<file path="config.mk">
export PLATFORM = sky130hd
export DESIGN_NAME = afu_mmio_csr_flat
export DESIGN_NICKNAME = d
export VERILOG_FILES = /design/src/rtl/afu_mmio_csr_if.sv /design/src/rtl/afu_mmio_csr.sv /design/src/flat_wrapper.sv
export SDC_FILE = /design/constraint.sdc
export NUM_CORES = 2
export LEC_CHECK = 0
export CAP_MARGIN = 10
export CORE_MARGIN = 8
export CORE_UTILIZATION = 60
export CTS_CLUSTER_SIZE = 25
export DETAILED_ROUTE_END_ITERATION = 10
export HOLD_SLACK_MARGIN = 0.1
export PLACE_DENSITY = 0.78
export SLEW_MARGIN = 20
export SYNTH_ARGS = -nofsm -noshare
export SYNTH_HDL_FRONTEND = slang
export SYNTH_SLANG_ARGS = --single-unit
export TNS_END_PERCENT = 30
</file>
<file path="constraint.sdc">
create_clock -name clk -period 20.8 [get_ports clk]
set_input_delay 2.08 -clock clk [delete_from_list [all_inputs] [get_ports clk]]
set_output_delay 2.08 -clock clk [all_outputs]
set_load 0.05 [all_outputs]
</file>
<file path="src/rtl/afu_mmio_csr_if.sv">
// ============================================================================
// Module : afu_mmio_csr_if
// Brief  : Avalon-MM 64-bit MMIO channel between the host bridge and the CSR block.
// Rev    : 1.0
// ============================================================================
`default_nettype none

interface afu_mmio_csr_if #(
    parameter int ADDR_WIDTH = 16
);
    logic [ADDR_WIDTH-1:0] address;
    logic                  read;
    logic                  write;
    logic [63:0]           writedata;
    logic [7:0]            byteenable;
    logic                  waitrequest;
    logic [63:0]           readdata;
    logic                  readdatavalid;

    modport master (
        output address, read, write, writedata, byteenable,
        input  waitrequest, readdata, readdatavalid
    );

    modport slave (
        input  address, read, write, writedata, byteenable,
        output waitrequest, readdata, readdatavalid
    );
endinterface

`default_nettype wire

</file>
<file path="src/rtl/afu_mmio_csr.sv">
// ============================================================================
// Module : afu_mmio_csr
// Brief  : AFU MMIO CSR slave: DFH, AFU_ID, scratch and H2C/C2H mailbox FIFOs.
//          Optional free-running cycle counter at word 0x9 when
//          AFU_MMIO_CSR_CYCLE_CNT_EN is defined.
// Rev    : 1.0
// ============================================================================
`default_nettype none

module afu_mmio_csr #(
    parameter int           ADDR_WIDTH = 16,
    parameter logic [127:0] AFU_ID     = 128'h0,
    parameter int           FIFO_DEPTH = 16
) (
    input  wire logic        clk,
    input  wire logic        reset,
    afu_mmio_csr_if.slave    avs,
    output logic [63:0]      h2c_data,
    output logic             h2c_valid,
    input  wire logic        h2c_ready,
    input  wire logic [63:0] c2h_data,
    input  wire logic        c2h_valid,
    output logic             c2h_ready
);
    localparam int c_aw    = $clog2(FIFO_DEPTH);
    localparam int c_ptr_w = c_aw + 1;
    localparam logic [63:0]           c_dfh         = 64'h1000_0100_0000_0000;
    localparam logic [ADDR_WIDTH-1:0] c_addr_dfh    = ADDR_WIDTH'('h0);
    localparam logic [ADDR_WIDTH-1:0] c_addr_id_l   = ADDR_WIDTH'('h1);
    localparam logic [ADDR_WIDTH-1:0] c_addr_id_h   = ADDR_WIDTH'('h2);
    localparam logic [ADDR_WIDTH-1:0] c_addr_scr    = ADDR_WIDTH'('h5);
    localparam logic [ADDR_WIDTH-1:0] c_addr_h2c    = ADDR_WIDTH'('h6);
    localparam logic [ADDR_WIDTH-1:0] c_addr_c2h    = ADDR_WIDTH'('h7);
    localparam logic [ADDR_WIDTH-1:0] c_addr_status = ADDR_WIDTH'('h8);
`ifdef AFU_MMIO_CSR_CYCLE_CNT_EN
    localparam logic [ADDR_WIDTH-1:0] c_addr_cnt    = ADDR_WIDTH'('h9);
`endif

    logic                waitreq_q;
    logic [63:0]         readdata_q;
    logic                rdvalid_q;
    logic [63:0]         scratch_q, scratch_d;
    logic                ovf_q, udf_q;
    logic [c_ptr_w-1:0]  h2c_wp_q, h2c_rp_q, c2h_wp_q, c2h_rp_q;
    logic [63:0]         h2c_mem_q [FIFO_DEPTH];
    logic [63:0]         c2h_mem_q [FIFO_DEPTH];

    logic                w_rd, w_wr;
    logic [c_ptr_w-1:0]  w_h2c_cnt, w_c2h_cnt;
    logic                w_h2c_full, w_c2h_full, w_h2c_empty, w_c2h_empty;
    logic                w_h2c_sel, w_h2c_push, w_h2c_pop, w_ovf_set;
    logic                w_c2h_sel, w_c2h_push, w_c2h_pop, w_udf_set;
    logic                w_stat_wr;
    logic [63:0]         w_rdata;

    // No transaction is accepted while the slave is still stalling after reset.
    assign w_rd = avs.read  & ~waitreq_q;
    assign w_wr = avs.write & ~waitreq_q;

    assign w_h2c_cnt   = h2c_wp_q - h2c_rp_q;
    assign w_c2h_cnt   = c2h_wp_q - c2h_rp_q;
    assign w_h2c_full  = (w_h2c_cnt == c_ptr_w'(FIFO_DEPTH));
    assign w_c2h_full  = (w_c2h_cnt == c_ptr_w'(FIFO_DEPTH));
    assign w_h2c_empty = (w_h2c_cnt == '0);
    assign w_c2h_empty = (w_c2h_cnt == '0);

    assign w_h2c_sel  = w_wr & (avs.address == c_addr_h2c) & (avs.byteenable == 8'hFF);
    assign w_h2c_push = w_h2c_sel & ~w_h2c_full;
    assign w_ovf_set  = w_h2c_sel & w_h2c_full;
    assign w_h2c_pop  = h2c_valid & h2c_ready;

    assign w_c2h_sel  = w_rd & (avs.address == c_addr_c2h);
    assign w_c2h_pop  = w_c2h_sel & ~w_c2h_empty;
    assign w_udf_set  = w_c2h_sel & w_c2h_empty;
    assign w_c2h_push = c2h_valid & c2h_ready;

    assign w_stat_wr  = w_wr & (avs.address == c_addr_status);

    assign h2c_valid = ~w_h2c_empty;
    assign h2c_data  = h2c_valid ? h2c_mem_q[h2c_rp_q[c_aw-1:0]] : 64'h0;
    assign c2h_ready = ~w_c2h_full & ~waitreq_q;

    assign avs.waitrequest   = waitreq_q;
    assign avs.readdata      = readdata_q;
    assign avs.readdatavalid = rdvalid_q;

`ifdef AFU_MMIO_CSR_CYCLE_CNT_EN
    logic [63:0] cnt_q;
    always_ff @(posedge clk or posedge reset) begin
        if (reset)
            cnt_q <= '0;
        else if (w_wr && (avs.address == c_addr_cnt))
            cnt_q <= '0;
        else
            cnt_q <= cnt_q + 64'd1;
    end
`endif

    // Read mux sees registered state only, so a same-slot write is not visible.
    always_comb begin
        w_rdata = '0;
        case (avs.address)
            c_addr_dfh:    w_rdata = c_dfh;
            c_addr_id_l:   w_rdata = AFU_ID[63:0];
            c_addr_id_h:   w_rdata = AFU_ID[127:64];
            c_addr_scr:    w_rdata = scratch_q;
            c_addr_c2h:    w_rdata = w_c2h_empty ? 64'h0 : c2h_mem_q[c2h_rp_q[c_aw-1:0]];
            c_addr_status: w_rdata = {30'd0, udf_q, ovf_q, 16'(w_c2h_cnt), 16'(w_h2c_cnt)};
`ifdef AFU_MMIO_CSR_CYCLE_CNT_EN
            c_addr_cnt:    w_rdata = cnt_q;
`endif
            default:       w_rdata = '0;
        endcase
    end

    always_comb begin
        scratch_d = scratch_q;
        if (w_wr && (avs.address == c_addr_scr)) begin
            for (int i = 0; i < 8; i++) begin
                if (avs.byteenable[i])
                    scratch_d[8*i +: 8] = avs.writedata[8*i +: 8];
            end
        end
    end

    always_ff @(posedge clk or posedge reset) begin
        if (reset) begin
            waitreq_q  <= 1'b1;
            readdata_q <= '0;
            rdvalid_q  <= 1'b0;
            scratch_q  <= '0;
            ovf_q      <= 1'b0;
            udf_q      <= 1'b0;
            h2c_wp_q   <= '0;
            h2c_rp_q   <= '0;
            c2h_wp_q   <= '0;
            c2h_rp_q   <= '0;
        end else begin
            waitreq_q <= 1'b0;
            rdvalid_q <= w_rd;
            if (w_rd)
                readdata_q <= w_rdata;
            scratch_q <= scratch_d;
            ovf_q     <= w_ovf_set | (ovf_q & ~(w_stat_wr & avs.writedata[32]));
            udf_q     <= w_udf_set | (udf_q & ~(w_stat_wr & avs.writedata[33]));
            if (w_h2c_push) h2c_wp_q <= h2c_wp_q + c_ptr_w'(1);
            if (w_h2c_pop)  h2c_rp_q <= h2c_rp_q + c_ptr_w'(1);
            if (w_c2h_push) c2h_wp_q <= c2h_wp_q + c_ptr_w'(1);
            if (w_c2h_pop)  c2h_rp_q <= c2h_rp_q + c_ptr_w'(1);
        end
    end

    always_ff @(posedge clk) begin
        if (w_h2c_push)
            h2c_mem_q[h2c_wp_q[c_aw-1:0]] <= avs.writedata;
        if (w_c2h_push)
            c2h_mem_q[c2h_wp_q[c_aw-1:0]] <= c2h_data;
    end

endmodule

`default_nettype wire

</file>
<file path="src/flat_wrapper.sv">
// flat-port wrapper written by rule: the top's interface ports become plain ports
module afu_mmio_csr_flat 
#(
    parameter int           ADDR_WIDTH = 16,
    parameter logic [127:0] AFU_ID     = 128'h0,
    parameter int           FIFO_DEPTH = 16
)
  (clk, reset, h2c_data, h2c_valid, h2c_ready, c2h_data, c2h_valid, c2h_ready, avs_address, avs_read, avs_write, avs_writedata, avs_byteenable, avs_waitrequest, avs_readdata, avs_readdatavalid);
  afu_mmio_csr_if #(.ADDR_WIDTH(ADDR_WIDTH)) avs_i ();
  input  wire logic clk;
  input  wire logic reset;
  output logic [63:0] h2c_data;
  output logic h2c_valid;
  input  wire logic h2c_ready;
  input  wire logic [63:0] c2h_data;
  input  wire logic c2h_valid;
  output logic c2h_ready;
  input wire logic [$bits(avs_i.address)-1:0] avs_address;
  input wire logic [$bits(avs_i.read)-1:0] avs_read;
  input wire logic [$bits(avs_i.write)-1:0] avs_write;
  input wire logic [$bits(avs_i.writedata)-1:0] avs_writedata;
  input wire logic [$bits(avs_i.byteenable)-1:0] avs_byteenable;
  output wire logic [$bits(avs_i.waitrequest)-1:0] avs_waitrequest;
  output wire logic [$bits(avs_i.readdata)-1:0] avs_readdata;
  output wire logic [$bits(avs_i.readdatavalid)-1:0] avs_readdatavalid;
  assign avs_i.address = avs_address;
  assign avs_i.read = avs_read;
  assign avs_i.write = avs_write;
  assign avs_i.writedata = avs_writedata;
  assign avs_i.byteenable = avs_byteenable;
  assign avs_waitrequest = avs_i.waitrequest;
  assign avs_readdata = avs_i.readdata;
  assign avs_readdatavalid = avs_i.readdatavalid;
  afu_mmio_csr #(.ADDR_WIDTH(ADDR_WIDTH), .AFU_ID(AFU_ID), .FIFO_DEPTH(FIFO_DEPTH)) u_core (.clk(clk), .reset(reset), .avs(avs_i), .h2c_data(h2c_data), .h2c_valid(h2c_valid), .h2c_ready(h2c_ready), .c2h_data(c2h_data), .c2h_valid(c2h_valid), .c2h_ready(c2h_ready));
endmodule
</file>
Word-level counts from Yosys, hierarchy flattened
Memories as Yosys holds them, arrays and structs flattened.
Cells that the tools add are included.
{"block": "op_classes", "addsub": 6, "multipliers": 0, "div": 0, "magnitude_cmp": 0, "eq_ne": 7, "shift": 0, "n_mux": 7, "n_bitwise": 26, "n_reduce_logical": 12}
{"op": "$pmux W64 S4", "count": 1}
{"op": "$mux W64", "count": 2}
{"op": "$eq A16 B3 Y1 const B", "count": 3}
{"op": "$add A5 B1 Y5 const B", "count": 4}
{"op": "$and A1 B1 Y1", "count": 17}
{"op": "$eq A16 B4 Y1 const B", "count": 1}
{"op": "$logic_not A16 Y1", "count": 1}
{"op": "$reduce_and A2 Y1", "count": 8}
{"op": "$eq A5 B5 Y1 const B", "count": 2}
{"op": "$logic_not A5 Y1", "count": 2}
{"op": "$sub A5 B5 Y5", "count": 2}
{"op": "$eq A8 B8 Y1 const B", "count": 1}
{"op": "$not A1 Y1", "count": 7}
{"op": "$mux W1", "count": 4}
{"op": "$or A1 B1 Y1", "count": 2}
{"op": "$logic_and A1 B1 Y1", "count": 1}
{"block": "totals", "regBits": 152, "latchBits": 0, "ramBits": 2048, "mem_bits_ro": 0, "input_bits": 158, "output_inout_bits": 132, "word_cells": 77, "mem_count": 2}
{"memory": "u_core.c2h_mem_q", "words": 16, "word_bits": 64, "rd": 1, "rd_clocked_by_memory_dff": 0, "write_ports": 1, "line_no": "afu_mmio_csr.sv:46", "source": "logic [63:0] c2h_mem_q [FIFO_DEPTH];"}
{"memory": "u_core.h2c_mem_q", "words": 16, "word_bits": 64, "rd": 1, "rd_clocked_by_memory_dff": 0, "write_ports": 1, "line_no": "afu_mmio_csr.sv:45", "source": "logic [63:0] h2c_mem_q [FIFO_DEPTH];"}

Longest topological paths before layout
{"block": "depth", "ltp_word": 7, "ltp_mapped": 12, "ltp_nobuf": 9}

Worst setup path before layout
No wires, ideal clock.
{"block": "synth_path", "path_kind": "register to register", "startpoint": "reg u_core.c2h_rp_q[1]", "endpoint": "mem u_core.c2h_mem_q[3][0], enable pin", "setup_time_ns": 0.564, "arrival_time_ns": 6.972, "t_required_ns": 20.236, "setup_slack_ns": 13.263, "path_stages_with_launch": 11, "path_buffers": 3, "synth_period_minus_slack_ns": 7.537, "path_cell_list": "dfrtp_1 -> buf_2 -> clkbuf_1 -> buf_1 -> inv_1 -> fa_1 -> xor2_1 -> and4b_1 -> o22a_1 -> nand3b_1 -> nor3_1"}
{"block": "synth_between", "elab_chain_len": 7}
{"element": "start: declaration", "line_no": "afu_mmio_csr.sv:44", "source": "logic [c_ptr_w-1:0] h2c_wp_q, h2c_rp_q, c2h_wp_q, c2h_rp_q;"}
{"element": "start signal: assignment", "line_no": "afu_mmio_csr.sv:149", "source": "if (w_c2h_pop) c2h_rp_q <= c2h_rp_q + c_ptr_w'(1);"}
{"element": "$sub A5 B5 Y5", "line_no": "afu_mmio_csr.sv:61", "source": "assign w_c2h_cnt = c2h_wp_q - c2h_rp_q;"}
{"element": "$eq A5 B5 Y1", "line_no": "afu_mmio_csr.sv:63", "source": "assign w_c2h_full = (w_c2h_cnt == c_ptr_w'(FIFO_DEPTH));"}
{"element": "$not A1 Y1", "line_no": "afu_mmio_csr.sv:81", "source": "assign c2h_ready = ~w_c2h_full & ~waitreq_q;"}
{"element": "$and A1 B1 Y1", "line_no": "afu_mmio_csr.sv:81"}
{"element": "$and A1 B1 Y1", "line_no": "afu_mmio_csr.sv:75", "source": "assign w_c2h_push = c2h_valid & c2h_ready;"}
{"element": "$mux W1", "line_no": "afu_mmio_csr.sv:156", "source": "if (w_c2h_push)"}
{"element": "$mux W1 (implied by the code)", "line_no": "afu_mmio_csr.sv:157", "source": "c2h_mem_q[c2h_wp_q[c_aw-1:0]] <= c2h_data;"}
{"element": "end: declaration", "line_no": "afu_mmio_csr.sv:46"}
No other way between the ends.

Final worst setup path
{"block": "layout_path", "startpoint": "reg u_core.h2c_rp_q[1]", "endpoint": "out h2c_data[14]"}
{"block": "layout_between", "elab_chain_len": 3, "word_cells_on_any_way": 4, "cone_classes": "add/sub (1); mux (1); reduce/logical (1); memory (1)"}
{"element": "start: declaration", "line_no": "afu_mmio_csr.sv:44"}
{"element": "start signal: assignment", "line_no": "afu_mmio_csr.sv:147", "source": "if (w_h2c_pop) h2c_rp_q <= h2c_rp_q + c_ptr_w'(1);"}
{"element": "$sub A5 B5 Y5", "line_no": "afu_mmio_csr.sv:60", "source": "assign w_h2c_cnt = h2c_wp_q - h2c_rp_q;"}
{"element": "$logic_not A5 Y1", "line_no": "afu_mmio_csr.sv:64", "source": "assign w_h2c_empty = (w_h2c_cnt == '0);"}
{"element": "$mux W64 *", "line_no": "afu_mmio_csr.sv:80", "source": "assign h2c_data = h2c_valid ? h2c_mem_q[h2c_rp_q[c_aw-1:0]] : 64'h0;"}
{"element": "end: declaration", "line_no": "flat_wrapper.sv:12", "source": "output logic [63:0] h2c_data;"}
Every way passes the cells marked *; elsewhere a longest branch is shown, timed or not.

==> flow_summary.ini <==
[yosys]
syn_area_per_cell_um2 = 22.4
synth-async-reset-ratio_pct = 6.91
syn_nets = 3943
syn_inst = 3765
syn_area_um2 = 84300
synth_seq_cells = 2200
yosys_most_used_dff = edfxtp_1
ys_seq_area_share_pct = 77.5
yosysUniqueCellTypes = 60
synth_edf_count = 2048
ys.warnings.count = 0

[routing]
met2_length_um = 104000
drcViolationCount = 0
ant_nets = 0
drt_iter0_markers = 5741
wire_per_inst_um = 34.3
wl_met1_um = 75800
num_vias = 41800
highest_layer = met5
firstDrtPassIters = 6
finalWirelength_um = 212000
wl_met3_um = 26100
drt-vias-per-instance = 6.76

[run_status]
status = finished, final reports clean

[die]
fp.coreArea_um2 = 140000
num_rows = 137
die_h_um = 391
die_area_um2 = 153000
die_w_um = 391
initial_core_util_pct = 60.4
io_pins = 290

[setup_path]
worstPathMaxFanout = 76
worstSetupPathType = reg2out
critPathArrivalTime_ns = 5.73
reg2regPathDepth = 8
cp_cell_sequence = buf_4 -> buf_4 -> mux4_2 -> mux4_2 -> nor2b_1 -> clkdlybuf4s50_1
slowest_stage = dfrtp_4
endpoint_kind = output port
worst-endpoint-required_ns = 18.72
startpoint_type = flop
slowest_delay_ns = 1.03

[grt]
grt_usage_pct = 27.6
grt_pass1_vias = 42600
grt_first_pass_wirelength_um = 302000
antenna_found_initial = 41
globalRouteOverflowTotal = 0
grt_max_degree = 133

[finish]
design_area_um2 = 96000
final_common_cell = edfxtp_1
nets = 4300
area_growth_pct = 13.9
multiInputGateArea_um2 = 18300
layout_common_cells = 2,048 x edfxtp_1, 576 x mux4_2, 289 x clkdlybuf4s50_1, 211 x nand2_1, 205 x clkbuf_16
ff_latch_area_um2 = 65300
layout-drive-gt1-share_pct = 24.4
fillCellCount = 8140

[sta]
hold_viol = 0
tightest_slew_ns = 1.19
fin_crit_ns = 7.81
drv_slew = 0
rsz0062_at_grt = no
slew_headroom_pct = 20.8
max_freq_mhz = 128
fin_setup_tns_ns = 0
setup_violations = 0
fin_worst_skew_ns = 0.0316
min_period_over_period_pct = 37.6

[worst_hold_path]
hold_class = reg2reg
hold_depth = 1

[cts]
htreeDepth = 4
clock-sinks = 2200
clockBufferDepth = 3
postCtsHoldBufs = 0
cts_resized = 0
postCtsSetupBuffers = 0
clockRootBuffer = clkbuf_16
cts_tree = yes
clk_latency_ns = 0.83
clk_pin_slew_worst_paths_ns = 0.07
cts_buffers = 200

[place]
dp_hpwl_um = 111000
place_area_um2 = 89400
port_buffers = 289
gp_congestion = 0.814

[pwr]
power.density_nw_per_um2 = 115
leakagePower_nw = 30.7
vdd_drop_max_v = 0.000123
power_mw = 11.1

[flow_run]
cap_violations = 0
Yosys cell counts (18+ instances only):
cell      instances  area share (%)
mux2_2           67            0.89
a22o_1           69            0.72
nand2_1         211            0.94
ha_1             18            0.27
dfrtp_1         151             4.5
a22oi_1          62            0.55
nor2b_1          74            0.55
o21ai_0          58            0.34
mux4_2          576              15
buf_2            56            0.33
and3_1           30            0.22
edfxtp_1       2048              73
a21oi_1          74            0.44
buf_1            18           0.080
clkbuf_1        107            0.48
layer usage:
metal,global-route usage (%),up-vias
li1,-,16500
met5,0,-
met3,7.83,471
met2,44.7,2910
met1,37.0,21900
met4,8.79,28
report_power, final:
group          internal [mW]  switching [mW]
clock network           2.09            1.58
registers               4.96           0.107
logic                   1.01            1.32
total                   8.05            3.01
logic make-up (layout without fill, tap and decap cells):
| group | Yosys count | after routing | synth area share (%) |
|---|---|---|---|
| compound gates | 287 | 287 | 2.30 |
| xor+xnor | 26 | 26 | 0.279 |
| fa+ha+maj | 20 | 20 | 0.315 |
| buf+inv | 213 | 743 | 1.12 |
| flops | 2200 | 2200 | 77.5 |
| mux | 644 | 644 | 16.3 |
| other cells | 1 | 18 | 0.00445 |
| simple gates | 374 | 374 | 2.22 |
state kept, by name, indices dropped and copies added (netlist names):
signal,cells
u_core.h2c_rp_q,5
u_core.h2c_mem_q,1024
u_core.scratch_q,64
u_core.ovf_q,1
u_core.c2h_mem_q,1024
u_core.h2c_wp_q,5
u_core.avs.readdata,64
u_core.c2h_rp_q,5
u_core.avs.readdatavalid,1
u_core.avs.waitrequest,1
u_core.c2h_wp_q,5
u_core.udf_q,1
stage by stage:
stage | hold slack (ns) | setup slack, ns | utilization, % | std cells
finish | 0.492 | 12.99 | 68.8 | 6188
global route | 0.518 | 12.97 | 68.8 | 6180
CTS | 0.489 | 13.10 | 68.8 | 6171
detailed placement | 0.478 | 13.99 | 64.1 | 5796
global placement | 0.473 | 14.01 | 64.1 | 5796
floorplan | 0.449 | 13.26 | - | 3765
final cells by class:
| class | instances | share of cell area (%) |
|---|---|---|
| clock buffers | 275 | 5.82 |
| multi-input cells | 1352 | 19.0 |
| diodes | 17 | 0.0443 |
| repair buffers | 353 | 3.57 |
| inverters | 15 | 0.0665 |
| clock inverters | 100 | 0.979 |
| well taps | 1876 | 2.45 |
| flip-flops and latches | 2200 | 68.1 |
worst paths after layout:
kind	from	end	slack (ns)
setup / recovery	u_core.h2c_rp_q[1]	h2c_data[14]	12.99
hold / removal	u_core.h2c_wp_q[4]	u_core.h2c_wp_q[4]	0.49
setup reg to reg	u_core.c2h_rp_q[1]	u_core.c2h_mem_q[5][59]	15.61
hold reg to reg	u_core.h2c_wp_q[4]	u_core.h2c_wp_q[4]	0.49
max in group asynchronous	reset	u_core.c2h_rp_q[1]	17.04
min in group asynchronous	reset	u_core.avs.readdata[63]	1.68
worst max-delay path, delay by kind of cell (launching register included):
| family | cells | cell delay, ns |
|---|---|---|
| buffers and inverters | 3 | 2.56 |
| DFF | 1 | 1.03 |
| muxes | 2 | 0.64 |
| and+or+nand+nor | 1 | 0.44 |
(Power assumes the default switching activity.)
